[src/rtl/pipe_ctrl_unit_if.sv]
// Handshake bundle between the datapath (master) and the pipeline sequencer (slave).
interface pipe_ctrl_unit_if #(
  parameter int STAGES = 5
);
  localparam int SW = $clog2(STAGES);

  logic              i_rdy;
  logic              d_req;
  logic              d_rdy;
  logic              load_use;
  logic              hlt_dec;
  logic              redirect_vld;
  logic [SW-1:0]     redirect_src;

  logic              stall_pc;
  logic [STAGES-2:0] stall;
  logic [STAGES-2:0] flush;
  logic [STAGES-1:0] valid;
  logic              redirect_take;
  logic              hlt;
  logic              wdog_err;
  logic [15:0]       stall_cnt;

  modport master (
    output i_rdy, d_req, d_rdy, load_use, hlt_dec, redirect_vld, redirect_src,
    input  stall_pc, stall, flush, valid, redirect_take, hlt, wdog_err, stall_cnt
  );

  modport slave (
    input  i_rdy, d_req, d_rdy, load_use, hlt_dec, redirect_vld, redirect_src,
    output stall_pc, stall, flush, valid, redirect_take, hlt, wdog_err, stall_cnt
  );
endinterface

[src/rtl/pipe_ctrl_unit.sv]
// Pipeline sequencer: per-stage valid tracking, stall/flush/bubble arbitration,
// halt draining, D-memory stall watchdog and stall statistics.
module pipe_ctrl_unit #(
  parameter int STAGES    = 5,
  parameter int MEM_STAGE = 3,
  parameter int MAX_STALL = 255,
  parameter int SW        = $clog2(STAGES)
) (
  input  logic             clk,
  input  logic             rst,
  pipe_ctrl_unit_if.slave  bus
);
  localparam int WW = $clog2(MAX_STALL + 1);

  typedef enum logic [1:0] {ST_RUN, ST_DRAIN, ST_HALTED} state_t;

  state_t            state_reg;
  logic [STAGES-1:0] valid_reg;
  logic [STAGES-1:0] valid_next;
  logic              valid0_next;
  // halt_pos indexes the pipe register holding the HLT; reaching STAGES-1 means retired
  logic [STAGES-1:0] halt_pos_reg;
  logic              hlt_reg;
  logic              wdog_err_reg;
  logic [WW-1:0]     wdog_cnt_reg;
  logic [15:0]       stall_cnt_reg;

  logic              running;
  logic              dstall;
  logic              lu_hit;
  logic              src_ok;
  logic              src_frozen;
  logic              take;
  logic              resume;
  logic              halt_adv;
  logic              drain_start;
  logic [SW-1:0]     src;
  logic [SW-1:0]     halt_idx;
  logic              stall_pc_c;
  logic [STAGES-2:0] stall_c;
  logic [STAGES-2:0] flush_c;
  logic [STAGES-2:0] take_mask;

  assign src        = bus.redirect_src;
  assign running    = (state_reg != ST_HALTED);
  assign dstall     = running & bus.d_req & valid_reg[MEM_STAGE] & ~bus.d_rdy;
  assign lu_hit     = bus.load_use & valid_reg[1];
  assign src_ok     = (src != '0) && (src <= SW'(STAGES - 2));
  // Stages 0..MEM_STAGE are frozen while the data access is outstanding
  assign src_frozen = dstall && (src <= SW'(MEM_STAGE));
  assign take       = ~rst & running & bus.redirect_vld & src_ok & ~src_frozen;

  always_comb begin
    halt_idx = '0;
    for (int i = 0; i < STAGES; i++) begin
      if (halt_pos_reg[i]) halt_idx = SW'(i);
    end
  end

  assign resume = take && (state_reg == ST_DRAIN) && (src > halt_idx);

  generate
    for (genvar gi = 0; gi < STAGES - 1; gi++) begin : g_take_mask
      assign take_mask[gi] = (SW'(gi) < src);
    end
  endgenerate

  always_comb begin
    stall_pc_c = 1'b0;
    stall_c    = '0;
    flush_c    = '0;
    if (rst) begin
      stall_pc_c = 1'b1;
      flush_c    = '1;
    end else if (state_reg == ST_HALTED) begin
      stall_pc_c = 1'b1;
      stall_c    = '1;
    end else begin
      if (dstall) begin
        stall_pc_c               = 1'b1;
        stall_c[MEM_STAGE-1:0]   = '1;
        flush_c[MEM_STAGE]       = 1'b1;
      end else if (!take && lu_hit) begin
        stall_pc_c = 1'b1;
        stall_c[0] = 1'b1;
        flush_c[1] = 1'b1;
      end else if (!take && !bus.i_rdy) begin
        stall_pc_c = 1'b1;
        flush_c[0] = 1'b1;
      end
      if (state_reg == ST_DRAIN) stall_pc_c = 1'b1;
      // An accepted redirect squashes everything younger than its source
      if (take) begin
        flush_c = flush_c | take_mask;
        stall_c = stall_c & ~take_mask;
        if (state_reg == ST_RUN || resume) stall_pc_c = 1'b0;
      end
    end
  end

  always_comb begin
    if (state_reg == ST_HALTED)      valid0_next = valid_reg[0];
    else if (!stall_pc_c)            valid0_next = 1'b1;
    else if (state_reg == ST_DRAIN)  valid0_next = 1'b0;
    else                             valid0_next = valid_reg[0];
  end

  assign valid_next[0] = valid0_next;
  generate
    for (genvar gi = 1; gi < STAGES; gi++) begin : g_valid
      assign valid_next[gi] = flush_c[gi-1] ? 1'b0 :
                              stall_c[gi-1] ? valid_reg[gi] : valid_reg[gi-1];
    end
  endgenerate

  assign halt_adv    = ~|(halt_pos_reg[STAGES-2:0] & stall_c);
  assign drain_start = bus.hlt_dec & valid_reg[1] & ~stall_c[1] & ~flush_c[1];

  always_ff @(posedge clk) begin
    if (rst) begin
      state_reg     <= ST_RUN;
      valid_reg     <= '0;
      halt_pos_reg  <= '0;
      hlt_reg       <= 1'b0;
      wdog_err_reg  <= 1'b0;
      wdog_cnt_reg  <= '0;
      stall_cnt_reg <= '0;
    end else begin
      valid_reg <= valid_next;

      case (state_reg)
        ST_RUN: begin
          if (drain_start) begin
            state_reg    <= ST_DRAIN;
            halt_pos_reg <= {{(STAGES-2){1'b0}}, 2'b10};
          end
        end
        ST_DRAIN: begin
          if (resume) begin
            state_reg    <= ST_RUN;
            halt_pos_reg <= '0;
          end else if (halt_adv) begin
            halt_pos_reg <= halt_pos_reg << 1;
            if (halt_pos_reg[STAGES-2]) begin
              state_reg <= ST_HALTED;
              hlt_reg   <= 1'b1;
            end
          end
        end
        default: begin
          state_reg <= ST_HALTED;
        end
      endcase

      if (dstall) begin
        if (wdog_cnt_reg != WW'(MAX_STALL)) wdog_cnt_reg <= wdog_cnt_reg + 1'b1;
        if (wdog_cnt_reg == WW'(MAX_STALL - 1)) wdog_err_reg <= 1'b1;
      end else begin
        wdog_cnt_reg <= '0;
      end

      if (state_reg == ST_RUN && (stall_pc_c || (|flush_c)) && stall_cnt_reg != 16'hFFFF)
        stall_cnt_reg <= stall_cnt_reg + 16'd1;
    end
  end

  assign bus.stall_pc      = stall_pc_c;
  assign bus.stall         = stall_c;
  assign bus.flush         = flush_c;
  assign bus.valid         = valid_reg;
  assign bus.redirect_take = take;
  assign bus.hlt           = hlt_reg;
  assign bus.wdog_err      = wdog_err_reg;
  assign bus.stall_cnt     = stall_cnt_reg;
endmodule

[src/flat_wrapper.sv]
// flat-port wrapper written by rule: the top's interface ports become plain ports
module pipe_ctrl_unit_flat 
#(
  parameter int STAGES    = 5,
  parameter int MEM_STAGE = 3,
  parameter int MAX_STALL = 255,
  parameter int SW        = $clog2(STAGES)
)
  (clk, rst, bus_i_rdy, bus_d_req, bus_d_rdy, bus_load_use, bus_hlt_dec, bus_redirect_vld, bus_redirect_src, bus_stall_pc, bus_stall, bus_flush, bus_valid, bus_redirect_take, bus_hlt, bus_wdog_err, bus_stall_cnt);
  pipe_ctrl_unit_if #(.STAGES(STAGES)) bus_i ();
  input  logic clk;
  input  logic rst;
  input wire logic [$bits(bus_i.i_rdy)-1:0] bus_i_rdy;
  input wire logic [$bits(bus_i.d_req)-1:0] bus_d_req;
  input wire logic [$bits(bus_i.d_rdy)-1:0] bus_d_rdy;
  input wire logic [$bits(bus_i.load_use)-1:0] bus_load_use;
  input wire logic [$bits(bus_i.hlt_dec)-1:0] bus_hlt_dec;
  input wire logic [$bits(bus_i.redirect_vld)-1:0] bus_redirect_vld;
  input wire logic [$bits(bus_i.redirect_src)-1:0] bus_redirect_src;
  output wire logic [$bits(bus_i.stall_pc)-1:0] bus_stall_pc;
  output wire logic [$bits(bus_i.stall)-1:0] bus_stall;
  output wire logic [$bits(bus_i.flush)-1:0] bus_flush;
  output wire logic [$bits(bus_i.valid)-1:0] bus_valid;
  output wire logic [$bits(bus_i.redirect_take)-1:0] bus_redirect_take;
  output wire logic [$bits(bus_i.hlt)-1:0] bus_hlt;
  output wire logic [$bits(bus_i.wdog_err)-1:0] bus_wdog_err;
  output wire logic [$bits(bus_i.stall_cnt)-1:0] bus_stall_cnt;
  assign bus_i.i_rdy = bus_i_rdy;
  assign bus_i.d_req = bus_d_req;
  assign bus_i.d_rdy = bus_d_rdy;
  assign bus_i.load_use = bus_load_use;
  assign bus_i.hlt_dec = bus_hlt_dec;
  assign bus_i.redirect_vld = bus_redirect_vld;
  assign bus_i.redirect_src = bus_redirect_src;
  assign bus_stall_pc = bus_i.stall_pc;
  assign bus_stall = bus_i.stall;
  assign bus_flush = bus_i.flush;
  assign bus_valid = bus_i.valid;
  assign bus_redirect_take = bus_i.redirect_take;
  assign bus_hlt = bus_i.hlt;
  assign bus_wdog_err = bus_i.wdog_err;
  assign bus_stall_cnt = bus_i.stall_cnt;
  pipe_ctrl_unit #(.STAGES(STAGES), .MEM_STAGE(MEM_STAGE), .MAX_STALL(MAX_STALL), .SW(SW)) u_core (.clk(clk), .rst(rst), .bus(bus_i));
endmodule
[config.mk]
export PLATFORM = sky130hd
export DESIGN_NAME = pipe_ctrl_unit_flat
export DESIGN_NICKNAME = d
export VERILOG_FILES = /design/src/rtl/pipe_ctrl_unit_if.sv /design/src/rtl/pipe_ctrl_unit.sv /design/src/flat_wrapper.sv
export SDC_FILE = /design/constraint.sdc
export NUM_CORES = 1
export LEC_CHECK = 0
export CORE_MARGIN = 8
export CORE_UTILIZATION = 40
export DETAILED_ROUTE_END_ITERATION = 7
export PLACE_DENSITY = 0.68
export SYNTH_ARGS = -nofsm -noshare
export SYNTH_HDL_FRONTEND = slang
export SYNTH_SLANG_ARGS = --single-unit
[constraint.sdc]
create_clock -name clk -period 2.75 [get_ports clk]
set_input_delay 0.825 -clock clk [delete_from_list [all_inputs] [get_ports clk]]
set_output_delay 0.825 -clock clk [all_outputs]
set_load 0.01 [all_outputs]
==> flow_summary.rst <==
.. list-table::
   :header-rows: 1

   * - Metric
     - Value
   * - Count of antenna-violating nets left after detailed routing
     - 0
   * - Clock root buffer master
     - clkbuf_8
   * - Filler Cells Inserted
     - 481
   * - Die Area
     - 0.007815 mm²
   * - Number of register bits inferred by synthesis
     - 37
   * - Latest clock arrival within the worst-skew pair
     - 0.28 ns
   * - Count of hold buffers inserted by post-cts repair
     - 0
   * - Largest fanout of any net on the critical path
     - 4
   * - RSZ-0062 raised after global routing
     - yes
   * - Final min period
     - 2.826 ns
   * - Largest area contributor in the synthesized netlist
     - dfxtp_1
   * - Power per Cell Area
     - 373.0 mW/mm²
   * - Post-route clock period utilization
     - 1.028
   * - Maximum level of the CTS H-tree
     - 2
   * - Critical path class
     - in2out
   * - Count of final setup violators
     - 4
   * - Area grow syn2layout
     - 42.06%
   * - Post-Synthesis Net Count
     - 277
   * - Detailed-route via count
     - 2162
   * - Max Transition Viols Final
     - 0
   * - Ys Warns
     - 0
   * - Fraction of post-synthesis cell area in the top cell type by area
     - 0.3532
   * - Sequential group share of total power
     - 0.502
   * - Internal power contribution
     - 837.6 µW
   * - Placement Rows
     - 26
   * - CTS buffer count
     - 5
   * - Setup crit start kind
     - primary input
   * - Post-synthesis instance area
     - 0.002097 mm²
   * - Violations in the final reports
     - setup timing
   * - Placed insts
     - 390
   * - WHS Path Cells
     - 2
   * - Chip height
     - 88.41 µm
   * - Worst EP required
     - 1.93 ns
   * - Pin count of the biggest net entering global routing
     - 34
   * - Share of synthesized area occupied by flip-flops and latches
     - 0.3532
   * - Initial standard-cell utilization of the core
     - 0.4132
   * - Lkg Pwr
     - 1.113 nW
   * - GPL Wtd Cong
     - 0.8327
   * - Status
     - finished with violations
   * - Fraction of power consumed by the clock network
     - 0.338
   * - Num ports
     - 44
   * - Most frequent cells in the layout
     - dfxtp_1 (37), buf_4 (31), clkdlybuf4s50_1 (25)
   * - Number of synthesized flops with an enable pin
     - 0
   * - Fraction of layout cells with a size suffix above 1
     - 0.2598
   * - Most frequently used flop master after synthesis
     - dfxtp_1
   * - Number of distinct library cells after synthesis
     - 58
   * - TritonCTS Sinks
     - 37
   * - First-pass GRT wire length
     - 9446 µm
   * - Worst slew pin tran
     - 0.4688 ns
   * - Total number of nets in the final design
     - 348
   * - Nature of the critical path endpoint
     - primary output
   * - Global-route total usage across every layer
     - 0.1479
   * - Non-Filler Instances
     - 401
   * - Count of routing violations after the opening detailed-route iteration
     - 65
   * - Register clock-pin slew on the reported worst setup and hold paths
     - 0.07 ns
   * - Worst path setup slack after routing
     - -0.07645 ns
   * - MaxCap Viol Count
     - 0
   * - Number of vias per cell after detailed routing
     - 5.392
   * - Core area
     - 0.005075 mm²
   * - DRC violation count after routing
     - 0
   * - GRT overflow
     - 0
   * - Main area contributors after synthesis
     - dfxtp_1 (35%), a21oi_1 (6.2%), o21ai_0 (4.5%)
   * - Net switching fraction of the power
     - 0.2462
   * - Worst Reg2Reg Path Length in Cells
     - 6
   * - Die width
     - 88.41 µm
   * - Placed wire-length estimate
     - 4085 µm
   * - Arrival time of the worst setup path
     - 2.00 ns
   * - Number of I/O port buffers
     - 43
   * - Max Clock Freq
     - 353.8 MHz
   * - Initial DRT Pass Iterations
     - 4
   * - CTS Buffer Depth
     - 2
   * - Number of diodes added for antenna fixing
     - 0
   * - Vias in the first global route
     - 2064
   * - Max reg flops
     - 16
   * - Drt wl/cell
     - 14.00 µm
   * - Number of antenna violations at the first check in global routing
     - 0
   * - Net switching power of the design
     - 273.6 µW
   * - Fraction of registers with async set or reset after synthesis
     - 0
   * - Relative slew margins
     - 0.6868
   * - Pre-CTS worst setup slack
     - -1.003 ns
   * - CTS tree
     - yes
   * - Peak supply drop
     - 375.9 µV
   * - Cells after synthesis
     - 260
   * - Worst-case clock skew
     - 0.003406 ns
   * - Class of the tightest hold or removal check
     - reg2reg
   * - Total routed wirelength
     - 5612 µm
   * - Hold Fails Final Rpt
     - 0
   * - Mean cell area of the mapped netlist
     - 8.065 µm²
   * - Leading cell type in the layout, fill and taps excluded
     - dfxtp_1
   * - Combinational power share
     - 0.160
## cell usage after synthesis, types with 2 or more instances
cell type / instances
nor2_1: 25
nor3_1: 7
or2_2: 4
nand3_1: 9
clkbuf_1: 5
o31ai_2: 2
nor2b_1: 6
nand4_1: 11
or3_1: 8
mux2_2: 3
o21ai_0: 19
ha_1: 6
xor2_1: 2
a211oi_1: 2
o21a_1: 3
nand3b_1: 2
xnor2_1: 2
nor4_1: 4
o211ai_1: 4
nand2_1: 20
dfxtp_1: 37
buf_6: 2
inv_1: 7
a21oi_1: 26
nand2b_1: 4
a31oi_1: 2
and3_1: 5
o41ai_1: 2
or4_1: 2
## cell families (layout without fill, tap and decap cells)
group / count (synthesis) / after routing / share of synthesized area
compound gates: 71 / 71 / 0.2088
buf+inv: 18 / 89 / 0.04236
flops: 37 / 37 / 0.3532
xor+xnor: 4 / 4 / 0.01671
simple gates: 119 / 119 / 0.3150
fa+ha+maj: 6 / 6 / 0.03580
mux: 5 / 5 / 0.02804
## power groups by stage
stage          Sequential, mW  Combinational, mW  Clock (mW)
6_report                0.558              0.177       0.376
5_1_grt                 0.560              0.193       0.412
4_1_cts                 0.557              0.170       0.393
3_5_place_dp            0.570              0.162           0
3_3_place_gp            0.570              0.160           0
2_1_floorplan           0.573             0.0742           0
## layer usage
layer	routed length [µm]	track usage
met2	2616	0.2417
met1	2675	0.1846
met5	0	0
met4	54	0.04301
met3	265	0.03993
## cell type report
| cell class | instances | area [µm²] | share of cell area |
|---|---|---|---|
| flip-flops and latches | 37 | 740.7 | 0.2486 |
| multi-input cells | 205 | 1376 | 0.4620 |
| well taps | 70 | 87.58 | 0.02940 |
| repair buffers | 75 | 661.9 | 0.2222 |
| clock buffers | 7 | 86.33 | 0.02898 |
| inverters | 7 | 26.28 | 0.008820 |
## worst max-delay path, stage by stage
cell      delay (ns)
buf_8           0.10
nand2b_4        0.14
or4b_4          0.57
o31ai_4         0.08
a21o_1          0.17
buf_6           0.11
## worst paths after layout
check                                                             end  slack, ns                                 start
worst max-delay path                                     bus_flush[1]      -0.08                   bus_redirect_src[2]
worst min-delay path                      u_core.bus.hlt$_SDFFE_PP0P_       0.45           u_core.bus.hlt$_SDFFE_PP0P_
worst max register to register  u_core.bus.stall_cnt[14]$_SDFFE_PP0P_       0.70  u_core.bus.stall_cnt[0]$_SDFFE_PP0P_
worst min register to register            u_core.bus.hlt$_SDFFE_PP0P_       0.45           u_core.bus.hlt$_SDFFE_PP0P_
## per-stage QoR
step | TNS, ns | hold WS, ns | power, mW | utilization | instance area, µm²
floorplan | -0.0005702 | 0.4526 | 0.6471 | - | 2118
global placement | -9.438 | 0.4329 | 0.7294 | 0.5493 | 2788
detailed placement | -9.422 | 0.4401 | 0.7316 | 0.5493 | 2788
CTS | -0.2941 | 0.4509 | 1.120 | 0.5769 | 2928
global route | -0.4473 | 0.4686 | 1.164 | 0.5870 | 2979
finish | -0.1865 | 0.4469 | 1.111 | 0.5870 | 2979
## what timing repair did
action / in CTS / in global routing
setup buffers: 2 / 2
cloned: 0 / 0
resized for setup: 73 / 11
pin swaps: 14 / 8
setup endpoints to repair: 10 / 8
Note: power is estimated with default switching activity, not from simulation.
